**src/rtl/lamp_pkg.sv**
```systemverilog
// Shared types and default timing for the lamp actuator/indicator controller.
// Timing constants are cycles of the 50 MHz board clock.
package lamp_pkg;

    typedef enum logic [1:0] {
        LED_OFF   = 2'b00,
        LED_ON    = 2'b01,
        LED_BLINK = 2'b10,
        LED_DIM   = 2'b11
    } led_mode_t;

    localparam int POS_W   = 8;
    localparam int DUTY_W  = 8;
    localparam int PULSE_W = 20;

    localparam int DEF_CLK_HZ       = 50_000_000;
    localparam int DEF_SERVO_PERIOD = 1_000_000;
    localparam int DEF_PULSE_MIN    = 50_000;
    localparam int DEF_PULSE_STEP   = 196;
    localparam int DEF_SLEW_STEP    = 4;
    localparam int DEF_BLINK_HALF   = 12_500_000;
    localparam int DEF_FADE_DIV     = 65_536;

endpackage

```
**src/rtl/servo_channel.sv**
```systemverilog
// One servo channel: slew-limited position, frame-latched pulse width and enable.
// Latency: pwm/busy registered, 1 cycle; no backpressure, updates only at frame start.
// Target and enable changes mid-frame wait for the next frame start.
module servo_channel
    import lamp_pkg::*;
#(
    parameter int FC_W       = 20,
    parameter int PULSE_MIN  = DEF_PULSE_MIN,
    parameter int PULSE_STEP = DEF_PULSE_STEP,
    parameter int SLEW_STEP  = DEF_SLEW_STEP
) (
    input  logic              clk_50MHz,
    input  logic              rst,
    input  logic              frame_start,
    input  logic [FC_W-1:0]   frame_cnt,
    input  logic              enable,
    input  logic [POS_W-1:0]  target,
    output logic              pwm,
    output logic              busy
);

    localparam logic [PULSE_W-1:0] PMIN20   = PULSE_W'(PULSE_MIN);
    localparam logic [PULSE_W-1:0] STEP20   = PULSE_W'(PULSE_STEP);
    localparam logic [8:0]         STEP_LIM = 9'((SLEW_STEP > 255) ? 255 : SLEW_STEP);

    logic [POS_W-1:0]   cur_pos, cur_nxt;
    logic [PULSE_W-1:0] pulse_len, pulse_nxt;
    logic               en_q, en_nxt, pwm_nxt;
    logic [8:0]         diff;

    // At frame start the pulse is judged against the values being latched,
    // so the whole frame uses one consistent enable and width.
    always_comb begin
        cur_nxt   = cur_pos;
        pulse_nxt = pulse_len;
        en_nxt    = en_q;
        diff      = '0;
        if (frame_start) begin
            if (target > cur_pos) begin
                diff    = {1'b0, target} - {1'b0, cur_pos};
                cur_nxt = (diff > STEP_LIM) ? cur_pos + STEP_LIM[7:0] : target;
            end else if (target < cur_pos) begin
                diff    = {1'b0, cur_pos} - {1'b0, target};
                cur_nxt = (diff > STEP_LIM) ? cur_pos - STEP_LIM[7:0] : target;
            end
            pulse_nxt = PMIN20 + {12'd0, cur_nxt} * STEP20;
            en_nxt    = enable;
        end
        pwm_nxt = en_nxt && (32'(frame_cnt) < 32'(pulse_nxt));
    end

    always_ff @(posedge clk_50MHz) begin
        if (rst) begin
            cur_pos   <= '0;
            pulse_len <= PMIN20;
            en_q      <= 1'b0;
            pwm       <= 1'b0;
            busy      <= 1'b0;
        end else begin
            cur_pos   <= cur_nxt;
            pulse_len <= pulse_nxt;
            en_q      <= en_nxt;
            pwm       <= pwm_nxt;
            busy      <= (cur_pos != target);
        end
    end

endmodule

```
**src/rtl/lamp_ctrl.sv**
```systemverilog
// Lamp servo PWM and LED mode controller; optional duty fading with LAMP_FADE_EN.
// Latency: all outputs registered, 1 cycle from counter/mode state.
// No backpressure: free-running counters, inputs sampled every cycle.
module lamp_ctrl
    import lamp_pkg::*;
#(
    parameter int CLK_HZ       = DEF_CLK_HZ,
    parameter int N_SERVO      = 3,
    parameter int N_LED        = 4,
    parameter int SERVO_PERIOD = DEF_SERVO_PERIOD,
    parameter int PULSE_MIN    = DEF_PULSE_MIN,
    parameter int PULSE_STEP   = DEF_PULSE_STEP,
    parameter int SLEW_STEP    = DEF_SLEW_STEP,
    parameter int BLINK_HALF   = DEF_BLINK_HALF,
    parameter int FADE_DIV     = DEF_FADE_DIV
) (
    input  logic                      clk_50MHz,
    input  logic                      rst,
    input  logic [N_SERVO-1:0]        servo_en,
    input  logic [POS_W*N_SERVO-1:0]  servo_pos,
    input  logic [2*N_LED-1:0]        led_mode,
    input  logic [DUTY_W*N_LED-1:0]   led_duty,
    output logic [N_SERVO-1:0]        pwm_servo,
    output logic [N_SERVO-1:0]        servo_busy,
    output logic [N_LED-1:0]          led
);

    localparam int FC_W = (SERVO_PERIOD > 1) ? $clog2(SERVO_PERIOD) : 1;
    localparam int BC_W = (BLINK_HALF > 1) ? $clog2(BLINK_HALF) : 1;
    localparam logic [FC_W-1:0] FRAME_LAST = FC_W'(SERVO_PERIOD - 1);
    localparam logic [BC_W-1:0] BLINK_LAST = BC_W'(BLINK_HALF - 1);

    if (CLK_HZ < 1 || N_SERVO < 1 || N_SERVO > 8 || N_LED < 1 || N_LED > 16 ||
        SERVO_PERIOD < 2 || FADE_DIV < 2) begin : g_param_err
        $error("lamp_ctrl: parameter out of range");
    end

    logic [FC_W-1:0]         frame_cnt;
    logic                    frame_start;
    logic [BC_W-1:0]         blink_cnt;
    logic                    blink_ph;
    logic [7:0]              dim_cnt;
    logic [DUTY_W*N_LED-1:0] eff_duty;
    logic [N_LED-1:0]        led_nxt;

    assign frame_start = (frame_cnt == '0);

    always_ff @(posedge clk_50MHz) begin
        if (rst) begin
            frame_cnt <= '0;
            blink_cnt <= '0;
            blink_ph  <= 1'b0;
            dim_cnt   <= '0;
        end else begin
            frame_cnt <= (frame_cnt == FRAME_LAST) ? '0 : frame_cnt + 1'b1;
            if (blink_cnt == BLINK_LAST) begin
                blink_cnt <= '0;
                blink_ph  <= ~blink_ph;
            end else begin
                blink_cnt <= blink_cnt + 1'b1;
            end
            // 255-cycle period so duty 255 means always on
            dim_cnt <= (dim_cnt == 8'd254) ? '0 : dim_cnt + 8'd1;
        end
    end

    for (genvar i = 0; i < N_SERVO; i++) begin : g_servo
        servo_channel #(
            .FC_W       (FC_W),
            .PULSE_MIN  (PULSE_MIN),
            .PULSE_STEP (PULSE_STEP),
            .SLEW_STEP  (SLEW_STEP)
        ) u_ch (
            .clk_50MHz   (clk_50MHz),
            .rst         (rst),
            .frame_start (frame_start),
            .frame_cnt   (frame_cnt),
            .enable      (servo_en[i]),
            .target      (servo_pos[POS_W*i +: POS_W]),
            .pwm         (pwm_servo[i]),
            .busy        (servo_busy[i])
        );
    end

`ifdef LAMP_FADE_EN
    localparam int FD_W = $clog2(FADE_DIV);
    localparam logic [FD_W-1:0] FADE_LAST = FD_W'(FADE_DIV - 1);

    logic [FD_W-1:0] fade_cnt;

    // eff_duty only moves while its LED is dimming; other modes freeze it
    always_ff @(posedge clk_50MHz) begin
        if (rst) begin
            fade_cnt <= '0;
            eff_duty <= '0;
        end else begin
            fade_cnt <= (fade_cnt == FADE_LAST) ? '0 : fade_cnt + 1'b1;
            for (int j = 0; j < N_LED; j++) begin
                if (fade_cnt == FADE_LAST && led_mode[2*j +: 2] == LED_DIM) begin
                    if (eff_duty[DUTY_W*j +: DUTY_W] < led_duty[DUTY_W*j +: DUTY_W])
                        eff_duty[DUTY_W*j +: DUTY_W] <= eff_duty[DUTY_W*j +: DUTY_W] + 8'd1;
                    else if (eff_duty[DUTY_W*j +: DUTY_W] > led_duty[DUTY_W*j +: DUTY_W])
                        eff_duty[DUTY_W*j +: DUTY_W] <= eff_duty[DUTY_W*j +: DUTY_W] - 8'd1;
                end
            end
        end
    end
`else
    assign eff_duty = led_duty;
`endif

    always_comb begin
        led_nxt = '0;
        for (int j = 0; j < N_LED; j++) begin
            case (led_mode_t'(led_mode[2*j +: 2]))
                LED_OFF:   led_nxt[j] = 1'b0;
                LED_ON:    led_nxt[j] = 1'b1;
                LED_BLINK: led_nxt[j] = blink_ph;
                LED_DIM:   led_nxt[j] = (dim_cnt < eff_duty[DUTY_W*j +: DUTY_W]);
                default:   led_nxt[j] = 1'b0;
            endcase
        end
    end

    always_ff @(posedge clk_50MHz) begin
        if (rst) led <= '0;
        else     led <= led_nxt;
    end

endmodule

```
**config.mk**
```make
export PLATFORM = sky130hd
export DESIGN_NAME = lamp_ctrl
export DESIGN_NICKNAME = d
export VERILOG_FILES = /design/src/rtl/lamp_pkg.sv /design/src/rtl/servo_channel.sv /design/src/rtl/lamp_ctrl.sv
export SDC_FILE = /design/constraint.sdc
export NUM_CORES = 1
export LEC_CHECK = 0
export ABC_AREA = 1
export ABC_CLOCK_PERIOD_IN_PS = 6100
export CORE_ASPECT_RATIO = 0.8
export CORE_MARGIN = 2
export CORE_UTILIZATION = 40
export DETAILED_ROUTE_END_ITERATION = 7
export GPL_TIMING_DRIVEN = 0
export SYNTH_ARGS = -nofsm -noshare
export SYNTH_HDL_FRONTEND = slang
export SYNTH_SLANG_ARGS = --single-unit
export TNS_END_PERCENT = 50
```
**constraint.sdc**
```tcl
create_clock -name clk_50MHz -period 6.1 [get_ports clk_50MHz]
set_input_delay 0.61 -clock clk_50MHz [delete_from_list [all_inputs] [get_ports clk_50MHz]]
set_output_delay 0.61 -clock clk_50MHz [all_outputs]
set_load 0.02 [all_outputs]
```
# --- After elaboration in Yosys (flattened, before gate mapping) ---
# Cells that the tools add are included.
classes:
  n_eq_ne: 18
  n_mux: 25
  bitwise_logic: 1
  n_lt_le_gt_ge: 19
  add_sub_neg: 18
  reduce_logical: 11
  n_mul: 3
ops:
  columns: ["op", "n"]
  rows:
  - ["2-to-1 mux 8 bit", 15]
  - ["less-than comparator 20 bit", 3]
  - ["2-to-1 mux 20 bit", 3]
  - ["less-than comparator 8 bit", 7]
  - ["greater-than comparator 9 x 3 -> 1 bit, second input constant", 6]
  - ["subtractor 8 x 8 -> 9 bit", 6]
  - ["adder 16 x 16 -> 17 bit, first input constant", 3]
  - ["multiplier 8 x 6 -> 14 bit, second input constant", 3]
  - ["adder 24 x 1 -> 24 bit, second input constant", 1]
  - ["adder 8 x 3 -> 8 bit, second input constant", 3]
  - ["equality test 24 bit, second input constant", 1]
  - ["greater-than comparator 8 bit", 3]
  - ["!= test 8 bit", 3]
  - ["subtractor 8 x 3 -> 8 bit, second input constant", 3]
  - ["adder 20 x 1 -> 20 bit, second input constant", 1]
  - ["equality test 20 bit, second input constant", 1]
  - ["zero test 20 bit", 1]
  - ["equality test 2 bit, second input constant", 8]
  - ["case mux 1 bit (4 select lines)", 4]
  - ["adder 8 x 1 -> 8 bit, second input constant", 1]
  - ["equality test 2 x 1 -> 1 bit, second input constant", 4]
  - ["equality test 8 bit, second input constant", 1]
  - ["zero test 2 bit", 4]
  - ["OR reduction 2 bit", 3]
  - ["3 further kinds", 7]
totals:
  in_bits: 69
  register_bits: 150
  wordCells: 115

# --- Longest topological paths before layout ---
# Gate-level depths: netlist of run 1.
logic_depth:
  ltp_word: 11
  mapped_depth: 43

# --- By module ---
# From an unflattened synthesis of run 1, not the netlist that was laid out.
hier_totals:
  cells_unflattened: 2291
  area_unflattened_um2: 15268.4
modules_own_cells:
  columns: ["module", "area_per_inst_um2", "instances", "cells_each", "seq_area_each_um2"]
  rows:
  - ["servo_channel at g_servo[0].u_ch", 3913.8, 1, 587, 620.6]
  - ["servo_channel at g_servo[2].u_ch", 3857.4, 1, 576, 620.6]
  - ["servo_channel at g_servo[1].u_ch", 3821.2, 1, 564, 620.6]
  - ["lamp_ctrl", 3676.0, 1, 564, 1141.1]

# --- Worst setup path before layout of run 1 ---
# No wires, ideal clock.
synth_path:
  path_kind: "input -> register"
  startpoint: "input port servo_pos[10]"
  endpoint: "register g_servo[1].u_ch.pwm"
  arrival_time_ns: 6.036
  required_ns: 6.022
  cell_stages: 38
  slack_ns: -0.014
  path_cell_list: "inv_1 -> ha_1 -> buf_2 -> a21oi_2 -> nand2_1 -> nand2_1 -> nand3_1 -> a21oi_4 -> nand3_4 -> nor2_2 -> inv_2 -> nor2_1 -> o21ai_1 -> ha_1 -> inv_1 -> fa_1 -> inv_1 -> ha_1 -> (+2 left out) -> fa_1 -> inv_1 -> a31oi_1 -> o21ai_0 -> a21o_1 -> xor2_1 -> nand3_1 -> nor3_1 -> nand2_1 -> nand3_1 -> nand3_1 -> and2_1 -> ha_1 -> nand2_1 -> nor2_1 -> a211oi_1 -> o221ai_1 -> nor3_1"
synth_between:
  elab_chain_len: 11
  elab_cells_between_ends: 16
  cone_classes: "3 x add/sub; 1 x mul; 5 x order compare; 6 x mux; 1 x reduce/logical"
synth_lines:
  columns: ["item", "line", "source"]
  rows:
  - ["start, declared", "lamp_ctrl.sv:20", "input logic [POS_W*N_SERVO-1:0] servo_pos,"]
  - ["subtractor 8 x 8 -> 9 bit", "servo_channel.sv:43", "diff = {1'b0, cur_pos} - {1'b0, target};"]
  - ["greater-than comparator 9 x 3 -> 1 bit", "servo_channel.sv:44", "cur_nxt = (diff > STEP_LIM) ? cur_pos - STEP_LIM[7:0] : target;"]
  - ["2-to-1 mux 8 bit", "servo_channel.sv:44", null]
  - ["2-to-1 mux 8 bit", "servo_channel.sv:42", "end else if (target < cur_pos) begin"]
  - ["2-to-1 mux 8 bit (*)", "servo_channel.sv:39", "if (target > cur_pos) begin"]
  - ["2-to-1 mux 8 bit (*)", "servo_channel.sv:38", "if (frame_start) begin"]
  - ["multiplier 8 x 6 -> 14 bit (*)", "servo_channel.sv:46", "pulse_nxt = PMIN20 + {12'd0, cur_nxt} * STEP20;"]
  - ["adder 16 x 16 -> 17 bit (*)", "servo_channel.sv:46", null]
  - ["2-to-1 mux 20 bit (*)", "servo_channel.sv:38", null]
  - ["less-than comparator 20 bit (*)", "servo_channel.sv:49", "pwm_nxt = en_nxt && (32'(frame_cnt) < 32'(pulse_nxt));"]
  - ["logical AND 1 bit (*)", "servo_channel.sv:49", null]
  - ["end signal, assigned", "servo_channel.sv:63", "pwm <= pwm_nxt;"]
  - ["end, declared", "servo_channel.sv:18", "output logic pwm,"]
# Mark *: on every way between the ends. The rest lies on a longest branch, timed or not. The select of a mux whose other input is x is not followed.
# A chain may end at the register's enable or synchronous reset.

# --- Worst setup path in the final report of run 1 ---
layout_path:
  startpoint: "register g_servo[0].u_ch.cur_pos[0]"
  endpoint: "register g_servo[0].u_ch.pwm"
layout_between:
  elab_chain_len: 11
  elab_cells_between_ends: 18
  cone_classes: "5 x add/sub; 1 x mul; 5 x order compare; 6 x mux; 1 x reduce/logical"
layout_lines:
  columns: ["item", "line", "source"]
  rows:
  - ["start, declared", "servo_channel.sv:26", "logic [POS_W-1:0] cur_pos, cur_nxt;"]
  - ["start signal, assigned", "servo_channel.sv:60", "cur_pos <= cur_nxt;"]
  - ["subtractor 8 x 8 -> 9 bit", "servo_channel.sv:43", null]
  - ["greater-than comparator 9 x 3 -> 1 bit", "servo_channel.sv:44", null]
  - ["2-to-1 mux 8 bit", "servo_channel.sv:44", null]
  - ["2-to-1 mux 8 bit", "servo_channel.sv:42", null]
  - ["2-to-1 mux 8 bit (*)", "servo_channel.sv:39", null]
  - ["2-to-1 mux 8 bit (*)", "servo_channel.sv:38", null]
  - ["multiplier 8 x 6 -> 14 bit (*)", "servo_channel.sv:46", null]
  - ["adder 16 x 16 -> 17 bit (*)", "servo_channel.sv:46", null]
  - ["2-to-1 mux 20 bit (*)", "servo_channel.sv:38", null]
  - ["less-than comparator 20 bit (*)", "servo_channel.sv:49", null]
  - ["logical AND 1 bit (*)", "servo_channel.sv:49", null]
  - ["end signal, assigned", "servo_channel.sv:63", null]
  - ["end, declared", "servo_channel.sv:18", null]
# Marks and branches as above.

==> run_results.csv, run 1 <==
group,metric,value,unit
yosys,synthMuxAreaShare,0.00493,
sta,max_slew_margin,0.288,
detailed_routing,wl_per_cell,15.1,um
yosys,syn_avg_cell_area,6.86,sq um
sta,slew_violations,0,
clock_network,clk_pin_slew_worst_paths,0.07,ns
yosys,synth.top_cells.by_count,"nand2_1 (452), inv_1 (305), ha_1 (229)",
clock_network,cts_made_buffers,17,
yosys,syn_area,14200,sq um
floorplan,core_area,34900,sq um
finish,multi_input_area,11000,sq um
finish,area_growth_syn_to_layout,25.6,%
yosys,ys.flop_type,"dfxtp_1",
critical_path,cp-end-kind,"flip-flop",
critical_path,path_class,"reg2reg",
clock_network,ctsLongestPathBuffers,2,
finish,antenna_cells,0,
critical_path,cp-start-kind,"flip-flop",
power_and_ir_drop,powerDensity,489,nW/um^2
detailed_routing,wirelength,41.2,mm
clock_network,cts_root_buf,"clkbuf_16",
critical_path,cp_common_cell,"nand2_1",
yosys,yosysMostFrequentCell,"nand2_1",
yosys,synth_area_leaders,"dfxtp_1 (21%), ha_1 (20%), nand2_1 (12%)",
place,hpwl,31.2,mm
finish,utilization,0.512,
floorplan,dieArea,37100,sq um
detailed_routing,drtIter0Drc,953,
global_route,grtUsageTotal,0.217,
run_status,violations,"negative setup slack",
yosys,ys_ff_latch,150,
detailed_routing,drc,0,
power_and_ir_drop,p_leak,8.49,nW
place,port_buffers,77,
global_route,antenna_found_initial,0,
yosys,synth_edf_count,0,
place,place_congestion,0.893,
detailed_routing,viasPerCell,5.19,
place,dpl_cell_area,15600,sq um
critical_path,cp_slowest_cell,"fa_2",
clock_network,htreeDepth,4,
critical_path,cp_max_fo,5,
floorplan,fp-row-count,61,
yosys,postSynthCellCount,2074,
sta,rsz0062_at_grt,"true",
sta,finalCriticalPeriod,6.19,ns
clock_network,cts_sinks,150,
sta,finalHoldViolCount,0,
finish,regArea,3030,sq um
sta,max_freq,161,MHz
floorplan,fp.dieH,173,um
hold_path,hp-class,"reg2reg",
yosys,syn_nets,2384,
yosys,synth-simple-area-share,0.289,
sta,setup_viol,2,
yosys,yosysUniqueCellTypes,60,
finish,final_area,17900,sq um
yosys,yosysTopAreaCell,"dfxtp_1",
yosys,synthArstFlopShare,0,
yosys,synth_top_family_by_area,"simple AND/OR/NAND/NOR gates",
sta,fin_worst_skew,0.0112,ns
floorplan,die_w,215,um
job,drv_cap,0,
finish,nets,2545,
critical_path,critical-path-max-stage-delay,0.52,ns
clock_network,cts_tree,"done",
detailed_routing,num_vias,14100,
power_and_ir_drop,ir_drop,0.286,mV
critical_path,critPathBufInv,5,
global_route,grt_max_degree,17,
detailed_routing,ant_nets,0,
critical_path,worstPathArrival,6.55,ns
finish,drive_gt1_frac,0.198,
run_status,status,"complete, but fails checks",
floorplan,start_util,0.408,
detailed_routing,first_pass_iters,5,
yosys,ys_seq_area_frac,0.211,
clock_network,clk_latency,0.43,ns
finish,fillCellCount,3489,
yosys,yosys_warnings,0,
yosys,synthAdderAreaFrac,0.218,
global_route,grt_pass1_vias,13100,
yosys,yosys.area.top_type_share,0.211,
sta,worst_slew_pin_slew,1.07,ns
floorplan,io_pins,79,
critical_path,required,6.45,ns
yosys,synth_compound_area_frac,0.140,
critical_path,cp_top_family,"adder cells",
sta,fin_crit_sh,1.02,
global_route,grt_pass1_wl,66.1,mm
sta,fin_ws,-0.0936,ns
global_route,overflow,0,
yosys,synthXorXnorAreaFrac,0.0363,
[per-stage QoR]
step | power [mW] | hold WS [ns] | setup slack (ns) | instances | TNS [ns]
finish | 8.72 | 0.438 | -0.0936 | 2720 | -0.133
global route | 9.56 | 0.471 | -0.432 | 2720 | -1.14
CTS | 8.16 | 0.440 | -0.200 | 2704 | -0.386
detailed placement | 6.23 | 0.431 | -1.95 | 2623 | -12.26
global placement | 6.16 | 0.430 | -1.83 | 2623 | -11.29
floorplan | 5.11 | 0.413 | -0.0135 | 2074 | -0.0135
[kinds of logic after synthesis]
family,Yosys count
adders and majority gates,241
AOI/OAI and AO/OA,336
DFF,150
buffers and inverters,368
xor gates and xnor gates,59
and+or+nand+nor,913
muxes,7
[metal layers]
metal | share of wire | vias to the layer above | global-route usage
met5 | 0 | - | 0
met4 | 0.0087 | 0 | 0.0370
met3 | 0.054 | 32 | 0.0299
met2 | 0.44 | 355 | 0.341
met1 | 0.50 | 6559 | 0.318
li1 | - | 7170 | -
[sequential cells by signal (all words and copies together), names as in the netlist]
| name | count |
|---|---|
| frame_cnt | 20 |
| dim_cnt | 8 |
| g_servo.u_ch.busy | 3 |
| g_servo.u_ch.cur_pos | 24 |
| blink_cnt | 24 |
| g_servo.u_ch.en_q | 3 |
| g_servo.u_ch.pulse_len | 60 |
| blink_ph | 1 |
| led | 4 |
| g_servo.u_ch.pwm | 3 |
[layout make-up]
cell class	count	area share
buffer	44	0.0144
clock buffer	18	0.0240
clock inverter	14	0.00785
inverter	324	0.0691
multi-input combinational	1556	0.614
sequential	150	0.170
tap	472	0.0331
timing repair buffer	142	0.0682
[path summary, 6_finish.rpt]
| kind | startpoint | end | slack (ns) | depth (start not counted) |
|---|---|---|---|---|
| max | g_servo[0].u_ch.cur_pos[0] | g_servo[0].u_ch.pwm | -0.09 | 37 |
| min | blink_cnt[0] | blink_cnt[0] | 0.44 | 1 |
| max reg2reg | g_servo[0].u_ch.cur_pos[0] | g_servo[0].u_ch.pwm | -0.09 | 37 |
| min reg2reg | blink_cnt[0] | blink_cnt[0] | 0.44 | 1 |
[cell usage in the layout (no fill, tap or decap), drive strengths merged, types with 33 or more instances in the layout]
cell and instances:
nand4 33, nor2 181, a21oi 149, o21ai 88, inv 329, nand3 146
clkdlybuf4s50 53, xor2 46, dfxtp 150, buf 91, nand2 470, ha 229
clkbuf 45
[repair_timing]
action / in CTS / in global routing
gates cloned: 3 / 1
gates resized for setup: 288 / 97
pin swaps: 100 / 73
buffers inserted: 46 / 14
endpoints found under the setup margin: 10 / 3
endpoints found under the hold margin: 0 / 0
hold buffers: 0 / 0
[where the power goes]
| group | total (mW) | switching, mW | internal (mW) |
|---|---|---|---|
| Clock | 1.04 | 0.467 | 0.573 |
| Combinational | 6.49 | 3.85 | 2.64 |
| Sequential | 1.20 | 0.0828 | 1.12 |
| Total | 8.72 | 4.40 | 4.32 |
No activity file was read; power rests on OpenSTA's default activity.
==> run 2: changes to the inputs <==
Settings changed: MAX_ROUTING_LAYER from default to met4.
==> run 2 against run 1 <==
  * The flow still finishes with violations (negative setup slack)
  * Clock power hardly changed
  * Via count about the same
  * Register-to-register slack got worse by 0.12 ns
  * Fmax down 2.0%
  * Hold slack gained 0.0038 ns
  * Non-clock buffer count is 24 higher
  * Clock skew is essentially flat
  * Die area unchanged
==> run_results.csv, run 2 (synthesis results as in run 1) <==
group,metric,value,unit
critical_path,cp-start-kind,"flip-flop",
global_route,gr-usage-met2,0.352,
global_route,overflow,0,
job,drv_cap,0,
place,hpwl,31.3,mm
finish,drive_gt1_frac,0.222,
global_route,top_usage_layer,"met2",
finish,nets,2569,
sta,hold_ws,0.442,ns
finish,finalNonFillerCells,2743,
power_and_ir_drop,total_power,9.09,mW
sta,tns,-0.292,ns
clock_network,cts_tree,"done",
critical_path,worstPathArrival,6.67,ns
place,place_congestion,0.906,
sta,max_freq,158,MHz
finish,final_common_cell,"nand2_1",
global_route,antenna_found_initial,0,
clock_network,cts_made_buffers,17,
sta,slew_violations,0,
floorplan,core_area,34900,sq um
detailed_routing,viasPerCell,5.15,
global_route,use_met3,0.0257,
floorplan,fp-row-count,61,
sta,setup_viol,3,
sta,fin_worst_skew,0.0110,ns
finish,utilization,0.522,
critical_path,cp_max_fo,5,
power_and_ir_drop,p_leak,8.65,nW
clock_network,cts_hold_buf,0,
critical_path,path_class,"reg2reg",
critical_path,required,6.45,ns
finish,largest_reg_flops,60,
clock_network,clk_latency,0.44,ns
critical_path,cp_slowest_cell,"fa_2",
sta,finalHoldViolCount,0,
clock_network,ctsLongestPathBuffers,2,
finish,fillCellCount,3389,
sta,max_slew_margin,0.0891,
detailed_routing,drtIter0Drc,876,
finish,mostFrequentLayoutCells,"nand2_1 (412), inv_1 (267), ha_1 (187)",
place,port_buffers,77,
global_route,grt_pass1_vias,13200,
clock_network,clk_pin_slew_worst_paths,0.07,ns
clock_network,cts_root_buf,"clkbuf_16",
global_route,grt_max_degree,17,
sta,rsz0062_at_grt,"true",
finish,area_growth_syn_to_layout,28.1,%
finish,top_register,"g_servo.u_ch.pulse_len",
run_status,violations,"negative setup slack",
critical_path,cp_top_family,"adder cells",
detailed_routing,ant_nets,0,
detailed_routing,first_pass_iters,5,
clock_network,cts_sinks,150,
sta,worst_slew_pin_slew,1.35,ns
power_and_ir_drop,ir_drop,0.295,mV
critical_path,cp_common_cell,"inv_1",
detailed_routing,wirelength,41.5,mm
floorplan,die_w,215,um
run_status,status,"complete, but fails checks",
finish,layout_top_registers,"g_servo.u_ch.pulse_len (60), blink_cnt (24), g_servo.u_ch.cur_pos (24)",
critical_path,critical-path-max-stage-delay,0.56,ns
clock_network,htreeDepth,4,
critical_path,cp-end-kind,"flip-flop",
sta,fin_ws,-0.218,ns
detailed_routing,drc,0,
floorplan,dieArea,37100,sq um
place,placedCellCount,2623,
detailed_routing,wl_per_cell,15.1,um
critical_path,critPathBufInv,6,
floorplan,io_pins,79,
detailed_routing,num_vias,14100,
power_and_ir_drop,powerDensity,499,nW/um^2
floorplan,fp.dieH,173,um
global_route,grt_use_met1,0.321,
hold_path,hp-class,"reg2reg",
sta,fin_crit_sh,1.04,
sta,finalCriticalPeriod,6.32,ns
global_route,grt_pass1_wl,66.9,mm
global_route,grtUsageTotal,0.227,
finish,antenna_cells,0,
floorplan,start_util,0.408,
run 2: cell count changes in the layout (fill, tap and decap cells not counted), moves of 5 or more:
cell	change
nand2_4	+7
nand2_1	-12
nand2_2	+5
buf_4	+28
nor2_1	-8
run 2: worst paths after layout:
| check | startpoint | end | slack, ns | cells after the start |
|---|---|---|---|---|
| max | g_servo[0].u_ch.cur_pos[0] | g_servo[0].u_ch.pwm | -0.22 | 34 |
| min | g_servo[1].u_ch.pulse_len[0] | g_servo[1].u_ch.pulse_len[0] | 0.44 | 2 |
| max reg2reg | g_servo[0].u_ch.cur_pos[0] | g_servo[0].u_ch.pwm | -0.22 | 34 |
| min reg2reg | g_servo[1].u_ch.pulse_len[0] | g_servo[1].u_ch.pulse_len[0] | 0.44 | 2 |
run 2: metal layers:
metal	share of wire	vias up	routed length (um)
met5	0	-	0
met4	0.010	0	416
met3	0.052	33	2160
met2	0.44	350	18300
met1	0.50	6527	20600
li1	-	7215	-
run 2: worst register-to-register path, delay by kind of cell (launching register included):
family | cells | cell delay [ns]
adders and majority gates | 7 | 2.57
and+or+nand+nor | 13 | 1.36
AOI/OAI and AO/OA | 5 | 0.77
buffers and inverters | 6 | 0.53
DFF | 1 | 0.36
xor gates and xnor gates | 2 | 0.33
muxes | 1 | 0.28
run 2: area by class of cell:
cell class,instances,area [sq um],share of cell area
Clock inverter,13,124,0.00680
Buffer,44,258,0.0141
Sequential cell,150,3050,0.167
Multi-Input combinational cell,1556,11100,0.612
Inverter,324,1230,0.0677
Tap cell,472,591,0.0324
Clock buffer,18,429,0.0236
Timing Repair Buffer,166,1390,0.0762
run 2: power by group:
group / leakage [nW] / switching (mW) / total (mW) / internal (mW)
Clock: 0.275 / 0.455 / 1.02 / 0.565
Combinational: 7.13 / 4.03 / 6.87 / 2.84
Sequential: 1.24 / 0.0815 / 1.20 / 1.12
run 2: metrics by stage:
step | worst slack [ns] | area [sq um]
6_report | -0.218 | 18200
4_1_cts | -0.198 | 17700
2_1_floorplan | -0.0135 | 14200
5_1_grt | -0.451 | 18200
3_5_place_dp | -1.97 | 15600
3_3_place_gp | -1.90 | 15600
run 2: repair_timing:
item,4_1_cts,5_1_grt
gates cloned,2,0
endpoints found under the hold margin,0,0
resized for setup,325,124
pin swaps,106,79
endpoints found under the setup margin,10,4
setup buffers,72,15
